--- config.mk ---
export PLATFORM = sky130hd
export DESIGN_NAME = board_io_ctrl
export DESIGN_NICKNAME = d
export VERILOG_FILES = /design/src/rtl/board_io_pkg.sv /design/src/rtl/board_io_debounce.sv /design/src/rtl/board_io_ctrl.sv
export SDC_FILE = /design/constraint.sdc
export NUM_CORES = 1
export LEC_CHECK = 0
export ABC_AREA = 1
export BUFFER_PORTS_ARGS = -buffer_cell sky130_fd_sc_hd__buf_4
export CORE_MARGIN = 2
export CORE_UTILIZATION = 25
export DETAILED_ROUTE_END_ITERATION = 12
export PLACE_DENSITY_LB_ADDON = 0.12
export SYNTH_ARGS = -nofsm -noshare
export SYNTH_HDL_FRONTEND = slang
export SYNTH_SLANG_ARGS = --single-unit
--- constraint.sdc ---
create_clock -name CLK -period 1.5 [get_ports CLK]
set_input_delay 0.225 -clock CLK [delete_from_list [all_inputs] [get_ports CLK]]
set_output_delay 0.225 -clock CLK [all_outputs]
set_load 0.01 [all_outputs]
--- src/rtl/board_io_pkg.sv ---
// board_io_pkg: shared constants and helpers for the ZXDOS front-panel I/O conditioner.
// Holds the 50 MHz board defaults, pad polarity constants and a counter-width helper.
package board_io_pkg;

  // 10 ms debounce, 2 Hz blink and 1 s long press at 50 MHz.
  localparam int unsigned DefDbCycles    = 500000;
  localparam int unsigned DefBlinkHalf   = 12500000;
  localparam int unsigned DefLongCycles  = 50000000;

  localparam bit PolActiveLow  = 1'b1;
  localparam bit PolActiveHigh = 1'b0;

  // Bits needed to count 0..n-1, never less than one.
  function automatic int unsigned width_of(input int unsigned n);
    return ($clog2(n) < 1) ? 1 : $clog2(n);
  endfunction

endpackage

--- src/rtl/board_io_debounce.sv ---
// board_io_debounce: one button channel.
// Two-flop synchroniser, debounce counter with press/release pulses and, when the macro
// BOARD_IO_LONGPRESS_EN is defined, a saturating hold counter producing a long-press pulse.
// Ports:
//   clk_i      system clock
//   rst_i      synchronous active-high reset
//   pad_i      raw asynchronous button pad
//   level_o    debounced state, 1 = pressed
//   press_o    one-clock pulse on debounced press
//   release_o  one-clock pulse on debounced release
//   long_o     one-clock long-press pulse (0 when the feature is not built)
module board_io_debounce
  import board_io_pkg::*;
#(
  parameter int unsigned DB_CYCLES      = DefDbCycles,
  parameter bit          BTN_ACTIVE_LOW = PolActiveLow,
  parameter int unsigned LONG_CYCLES    = DefLongCycles
) (
  input  logic clk_i,
  input  logic rst_i,
  input  logic pad_i,
  output logic level_o,
  output logic press_o,
  output logic release_o,
  output logic long_o
);

  localparam int unsigned CntW = width_of(DB_CYCLES);

  if (DB_CYCLES < 2) begin : g_db_min
    $error("DB_CYCLES must be at least 2");
  end
  if (LONG_CYCLES < 2) begin : g_long_min
    $error("LONG_CYCLES must be at least 2");
  end

  logic            raw;
  logic            sync1_q, sync_q;
  logic            level_q, level_d;
  logic            press_q, press_d;
  logic            release_q, release_d;
  logic [CntW-1:0] cnt_q, cnt_d;

  // Normalise to 1 = pressed before synchronising.
  assign raw = pad_i ^ BTN_ACTIVE_LOW;

  always_comb begin
    level_d   = level_q;
    press_d   = 1'b0;
    release_d = 1'b0;
    cnt_d     = cnt_q + 1'b1;
    if (sync_q == level_q) begin
      cnt_d = '0;
    end else if (cnt_q == CntW'(DB_CYCLES - 1)) begin
      level_d   = ~level_q;
      cnt_d     = '0;
      press_d   = ~level_q;
      release_d = level_q;
    end
  end

  always_ff @(posedge clk_i) begin
    if (rst_i) begin
      // Synchronisers start at the released level so a held button needs a full debounce.
      sync1_q   <= 1'b0;
      sync_q    <= 1'b0;
      level_q   <= 1'b0;
      press_q   <= 1'b0;
      release_q <= 1'b0;
      cnt_q     <= '0;
    end else begin
      sync1_q   <= raw;
      sync_q    <= sync1_q;
      level_q   <= level_d;
      press_q   <= press_d;
      release_q <= release_d;
      cnt_q     <= cnt_d;
    end
  end

  assign level_o   = level_q;
  assign press_o   = press_q;
  assign release_o = release_q;

`ifdef BOARD_IO_LONGPRESS_EN
  localparam int unsigned HoldW = width_of(LONG_CYCLES + 1);

  logic [HoldW-1:0] hold_q, hold_d;
  logic             long_q, long_d;

  // Saturation at LONG_CYCLES guarantees the match below fires once per press.
  always_comb begin
    hold_d = hold_q;
    if (!level_q) begin
      hold_d = '0;
    end else if (hold_q != HoldW'(LONG_CYCLES)) begin
      hold_d = hold_q + 1'b1;
    end
    long_d = level_q && (hold_q == HoldW'(LONG_CYCLES - 1));
  end

  always_ff @(posedge clk_i) begin
    if (rst_i) begin
      hold_q <= '0;
      long_q <= 1'b0;
    end else begin
      hold_q <= hold_d;
      long_q <= long_d;
    end
  end

  assign long_o = long_q;
`else
  assign long_o = 1'b0;
`endif

endmodule

--- src/rtl/board_io_ctrl.sv ---
// board_io_ctrl: front-panel I/O conditioner between the board pads and the system core.
// Per-button synchronise/debounce with press/release pulses, configurable pad polarity,
// per-LED PWM brightness and a shared blink generator. The long-press detector is built
// only when BOARD_IO_LONGPRESS_EN is defined; otherwise BTN_LONG is tied to 0.
// Ports:
//   CLK, RESET   clock and synchronous active-high reset
//   BTN_PAD      raw button pads               -> BTN_LEVEL/PRESS/RELEASE/LONG
//   LED_IN       logical LED request, 1 = on
//   LED_BLINK    gate LED with the blink phase
//   LED_BRIGHT   packed per-LED duty, channel i at [i*PWM_BITS +: PWM_BITS]
//   LED_PAD      registered physical LED drive
module board_io_ctrl
  import board_io_pkg::*;
#(
  parameter int unsigned NBTN           = 2,
  parameter int unsigned NLED           = 2,
  parameter int unsigned DB_CYCLES      = DefDbCycles,
  parameter int unsigned BLINK_HALF     = DefBlinkHalf,
  parameter int unsigned PWM_BITS       = 4,
  parameter bit          BTN_ACTIVE_LOW = PolActiveLow,
  parameter bit          LED_ACTIVE_LOW = PolActiveLow,
  parameter int unsigned LONG_CYCLES    = DefLongCycles
) (
  input  logic                     CLK,
  input  logic                     RESET,
  input  logic [NBTN-1:0]          BTN_PAD,
  output logic [NBTN-1:0]          BTN_LEVEL,
  output logic [NBTN-1:0]          BTN_PRESS,
  output logic [NBTN-1:0]          BTN_RELEASE,
  output logic [NBTN-1:0]          BTN_LONG,
  input  logic [NLED-1:0]          LED_IN,
  input  logic [NLED-1:0]          LED_BLINK,
  input  logic [NLED*PWM_BITS-1:0] LED_BRIGHT,
  output logic [NLED-1:0]          LED_PAD
);

  localparam int unsigned BlinkW = width_of(BLINK_HALF);

  for (genvar i = 0; i < NBTN; i++) begin : g_btn
    board_io_debounce #(
      .DB_CYCLES      (DB_CYCLES),
      .BTN_ACTIVE_LOW (BTN_ACTIVE_LOW),
      .LONG_CYCLES    (LONG_CYCLES)
    ) u_debounce (
      .clk_i     (CLK),
      .rst_i     (RESET),
      .pad_i     (BTN_PAD[i]),
      .level_o   (BTN_LEVEL[i]),
      .press_o   (BTN_PRESS[i]),
      .release_o (BTN_RELEASE[i]),
      .long_o    (BTN_LONG[i])
    );
  end

  logic [PWM_BITS-1:0] pwm_cnt_q, pwm_cnt_d;
  logic [BlinkW-1:0]   blink_cnt_q, blink_cnt_d;
  logic                blink_phase_q, blink_phase_d;
  logic [NLED-1:0]     led_on;
  logic [NLED-1:0]     led_pad_q, led_pad_d;

  always_comb begin
    pwm_cnt_d     = pwm_cnt_q + 1'b1;
    blink_cnt_d   = blink_cnt_q + 1'b1;
    blink_phase_d = blink_phase_q;
    if (blink_cnt_q == BlinkW'(BLINK_HALF - 1)) begin
      blink_cnt_d   = '0;
      blink_phase_d = ~blink_phase_q;
    end
  end

  // Phase 0 is the lit half, so blinking LEDs start on right after reset.
  always_comb begin
    led_on = '0;
    for (int i = 0; i < NLED; i++) begin
      led_on[i] = LED_IN[i]
                  && (pwm_cnt_q <= LED_BRIGHT[i*PWM_BITS +: PWM_BITS])
                  && (!LED_BLINK[i] || !blink_phase_q);
    end
    led_pad_d = led_on ^ {NLED{LED_ACTIVE_LOW}};
  end

  always_ff @(posedge CLK) begin
    if (RESET) begin
      pwm_cnt_q     <= '0;
      blink_cnt_q   <= '0;
      blink_phase_q <= 1'b0;
      led_pad_q     <= {NLED{LED_ACTIVE_LOW}};
    end else begin
      pwm_cnt_q     <= pwm_cnt_d;
      blink_cnt_q   <= blink_cnt_d;
      blink_phase_q <= blink_phase_d;
      led_pad_q     <= led_pad_d;
    end
  end

  assign LED_PAD = led_pad_q;

endmodule

# Yosys cells after proc, flatten, opt, wreduce, memory -nomap -nowiden
# Index checks and enable logic that the tools add are counted.
# totals
ff_bits,79
# op_classes
n_eq_ne,5
add_sub_neg,4
bitwise_logic,10
n_lt_le_gt_ge,2
reduce_logical,16
# ops
operator,n
adder 19 x 1 -> 19 bit (second input constant),2
== test 19 bit (second input constant),2
adder 24 x 1 -> 24 bit (second input constant),1
== test 24 bit (second input constant),1
OR reduction 3 bit,4
inverter 1 bit,9
<= comparator 4 bit,2
adder 4 x 1 -> 4 bit (second input constant),1
logical AND 1 bit,4
AND reduction 2 bit,2
logical NOT 1 bit,3
== test 1 bit,2
logical OR 1 bit,2
inverter 2 bit,1
OR reduction 2 bit,1

# Logic depth before layout (Yosys ltp)
# depth
ltp_word,4
mapped_depth,9
mapped_depth_nobuf,9

# Modules after synthesis
# Synthesis repeated with hierarchy kept, for this count alone.
# hier_totals
hier_cells,613
hier_area_um2,4146.5
# by_module_without_submodules
mod,instances,cells_each,area_per_inst_um2
board_io_debounce,2,178,1196.1
board_io_ctrl,1,257,1754.2

# Worst setup path before layout
# Ideal clock, no wire load.
# synth_path
kind,flip-flop to flip-flop
startpoint,reg g_btn[1].u_debounce.cnt_q[0]
endpoint,reg g_btn[1].u_debounce.cnt_q[11]
path_buffers,1
synth_period_minus_slack_ps,1388
arrival_time_ps,1274
path_stages_with_launch,8
required_ps,1386
setup_ps,114
path_slack_ps,112
path_cell_list,dfxtp_1 -> ha_1 -> nand3_4 -> inv_1 -> nand3_2 -> o21bai_4 -> buf_6 -> nor2_1
# synth_between
elab_chain_len,2
elab_cells_between_ends,3
# synth_lines
item,line,source
start: declaration,board_io_debounce.sv:42,"logic [CntW-1:0] cnt_q, cnt_d;"
start signal: assignment,board_io_debounce.sv:77,cnt_q <= cnt_d;
"parallel branches: the longest is 2 deep, another holds adder 19 x 1 -> 19 bit",n/a,
# Several ways; the timed one is not identified.
# A chain may end at the register's enable or synchronous reset.

# Final worst setup path
# layout_path
startpoint,reg g_btn[1].u_debounce.cnt_q[1]
endpoint,reg g_btn[1].u_debounce.cnt_q[17]
# The elaborated chain is that of the path after synthesis.

==> impl_metrics.env <==
export IMPL_worstSetupPathType="register to register"
export IMPL_initial_core_utilization=0.254
export IMPL_final_setup_tns_ns=0
export IMPL_layout_fillers=1834
export IMPL_timing_hold_worst_endpoint="g_btn[0].u_debounce.sync1_q$_SDFF_PP0_"
export IMPL_clock_sinks=79
export IMPL_final_layout_size_suffix_gt1_frac=0.146
export IMPL_mean_cell_area_of_the_mapped_netlist_sq_um=6.85
export IMPL_cts_root_buf="sky130_fd_sc_hd__clkbuf_16"
export IMPL_cell_rows=47
export IMPL_grt_antenna_before_repair=0
export IMPL_vias_in_the_first_global_route=3387
export IMPL_fp_dieArea_sq_mm=0.0178
export IMPL_cts_buffer_depth=2
export IMPL_worstSetupEndpointType="register"
export IMPL_layout_worst_path_cycle_share=0.915
export IMPL_worst_r2r_startpoint="g_btn[1].u_debounce.cnt_q[1]$_SDFF_PP0_"
export IMPL_clk_insertion_delay_late_ns=0.34
export IMPL_hold_violation_total_from_the_final_report=0
export IMPL_tritoncts="yes"
export IMPL_ant_nets=0
export IMPL_maxSlewViolCount=0
export IMPL_cts_buffers_inserted=9
export IMPL_layout_area_overhead_vs_synth_pct=21.4
export IMPL_coreArea_sq_mm=0.0165
export IMPL_worst_endpoint_arrival_ns=1.60
export IMPL_max_cap_viols=0
export IMPL_reg2reg_to="g_btn[1].u_debounce.cnt_q[17]$_SDFF_PP0_"
export IMPL_finalCriticalPeriod_ns=1.37
export IMPL_layout_nets=680
export IMPL_first_iter_violations=163
export IMPL_yosys_warnings=0
export IMPL_power_density_cell_area_mw_per_mm2=949
export IMPL_hp_class="input pin to register"
export IMPL_hpwl_after_dpl_um=7240
export IMPL_rsz0062_at_grt="false"
export IMPL_mostFrequentLayoutCells="158 x sky130_fd_sc_hd__nand2_1, 125 x sky130_fd_sc_hd__nor2_1, 79 x sky130_fd_sc_hd__dfxtp_1"
export IMPL_num_vias=3595
export IMPL_grt_overflow=0
export IMPL_fin_skew_ns=0.00666
export IMPL_chipHeight_um=133
export IMPL_gp_congestion=0.807
export IMPL_remaining_drc_errors=0
export IMPL_register_to_register_setup_slack_ns=0.13
export IMPL_fin_worst_hold_slack_ns=0.0312
export IMPL_holdPathStages=2
export IMPL_crit_path_max_fanout=17
export IMPL_clk_pin_slew_ns=0.06
export IMPL_synth_yosys_seq_area_share=0.378
export IMPL_timing_hold_worst_start="BTN_PAD[0]"
export IMPL_postPlaceCellArea_sq_mm=0.00467
export IMPL_fmax_ghz=0.728
export IMPL_boundaryPins=26
export IMPL_viasPerCell=4.10
export IMPL_synthesis_instances=611
export IMPL_netlist_area_sq_mm=0.00418
export IMPL_count_of_cells_along_the_worst_register_to_register_path=7
export IMPL_setup_worst_path_start_class="register"
export IMPL_fp_dieW_um=133
export IMPL_grt_first_pass_wirelength_um=16200
export IMPL_run_status="completed"
export IMPL_ctsHtreeMaxLevel=3
export IMPL_fin_area_sq_mm=0.00508
export IMPL_vdd_drop_max_uv=486
export IMPL_globalRouteTotalUtil=0.113
export IMPL_layout_commonest_cell="sky130_fd_sc_hd__nand2_1"
export IMPL_grt_max_degree=18
export IMPL_synth_cell_types=30
export IMPL_route_final_wire_length_um=9410
export IMPL_drt_wirelength_per_cell_um=10.7
export IMPL_setup_viol=0
export IMPL_port_buffers=23
export IMPL_ys_seq_elements=79
export IMPL_antenna_cells_inserted=0
export IMPL_crit_required_ns=1.73
export IMPL_p_leak_nw=1.79
export IMPL_dr_pass1_iters=4
Yosys cell counts (all sizes together):
library cell  count  area share
and2              4      0.0060
xor2             16       0.034
clkbuf            1     0.00090
inv              70       0.063
nand3b            5      0.0090
o21bai            2      0.0063
o21ai             8      0.0096
xnor2            14       0.029
dfxtp            79        0.38
or2               6      0.0090
a21oi            25       0.030
nand3            35       0.051
nor2            142        0.14
nor3              5      0.0084
ha               12       0.036
nand2           164        0.15
conb              1     0.00090
buf              12       0.023
nand4            10       0.015
per-stage QoR:
step                      setup WS, ns  std cells  power [mW]   util
after detailed placement        0.0642        858        2.36  0.283
after floorplan                  0.112        612        2.29      -
after global placement          0.0859        858        2.36  0.283
after CTS                       0.0528        874        4.91  0.304
after global routing            0.0127        877        5.02  0.308
final                            0.127        877        4.82  0.308
flip-flops by register name (all words and copies together) (netlist names):
name,count
g_btn.u_debounce.level_o,2
g_btn.u_debounce.sync1_q,2
blink_cnt_q,24
LED_PAD,2
pwm_cnt_q,4
g_btn.u_debounce.press_o,2
g_btn.u_debounce.sync_q,2
blink_phase_q,1
g_btn.u_debounce.cnt_q,38
g_btn.u_debounce.release_o,2
routing by layer:
layer / share of wire / routed length, um / vias up / global-route usage
met2: 0.44 / 4140 / 44 / 0.178
li1: - / - / 1961 / -
met3: 0.035 / 331 / 9 / 0.0335
met5: 0 / 0 / - / 0
met1: 0.51 / 4840 / 1581 / 0.150
met4: 0.010 / 97 / 0 / 0.0355
critical path, cell delays in order (launching register included):
cell	delay, ns
sky130_fd_sc_hd__dfxtp_1	0.35
sky130_fd_sc_hd__ha_2	0.22
sky130_fd_sc_hd__nand3_4	0.11
sky130_fd_sc_hd__inv_1	0.09
sky130_fd_sc_hd__nand3_2	0.11
sky130_fd_sc_hd__o21bai_4	0.16
sky130_fd_sc_hd__buf_12	0.16
sky130_fd_sc_hd__a21oi_1	0.05
kinds of logic (layout without fill, tap and decap cells):
group | after synthesis | after routing | share of synthesized area
AOI/OAI and AO/OA | 35 | 35 | 0.0458
xor gates and xnor gates | 30 | 30 | 0.0628
adders and majority gates | 12 | 12 | 0.0359
buffers and inverters | 83 | 128 | 0.0870
DFF | 79 | 79 | 0.378
other | 1 | 2 | 0.000897
and+or+nand+nor | 371 | 371 | 0.389
worst max-delay path by stage:
stage                                                 start  depth (start not counted)                                       end
finish              g_btn[1].u_debounce.cnt_q[1]$_SDFF_PP0_                          7  g_btn[1].u_debounce.cnt_q[17]$_SDFF_PP0_
global route        g_btn[1].u_debounce.cnt_q[1]$_SDFF_PP0_                          8  g_btn[1].u_debounce.cnt_q[18]$_SDFF_PP0_
CTS                 g_btn[0].u_debounce.cnt_q[0]$_SDFF_PP0_                          7  g_btn[0].u_debounce.cnt_q[18]$_SDFF_PP0_
detailed placement  g_btn[0].u_debounce.cnt_q[0]$_SDFF_PP0_                          7  g_btn[0].u_debounce.cnt_q[18]$_SDFF_PP0_
global placement    g_btn[0].u_debounce.cnt_q[0]$_SDFF_PP0_                          7  g_btn[0].u_debounce.cnt_q[18]$_SDFF_PP0_
floorplan           g_btn[1].u_debounce.cnt_q[0]$_SDFF_PP0_                          7  g_btn[1].u_debounce.cnt_q[11]$_SDFF_PP0_
power by group:
group,total (mW),switching [mW],internal (mW)
Combinational,0.182,0.0930,0.0887
Clock,2.49,0.869,1.62
Sequential,2.14,0.0194,2.12
Total,4.82,0.981,3.83
repair_timing:
action	CTS	global route
hold buffers	0	0
setup buffers	0	3
resized for setup	0	16
setup endpoints to repair	0	39
hold endpoints to repair	0	0
cell type report:
cell class	instances	area [sq um]	share of cell area
sequential	79	1580	0.312
timing repair buffer	42	335	0.0661
inverter	70	263	0.0518
multi-input combinational	450	2280	0.450
clock buffer	10	229	0.0451
clock inverter	6	109	0.0214
tap	220	275	0.0542
Note: power is estimated with default switching activity, not from simulation.
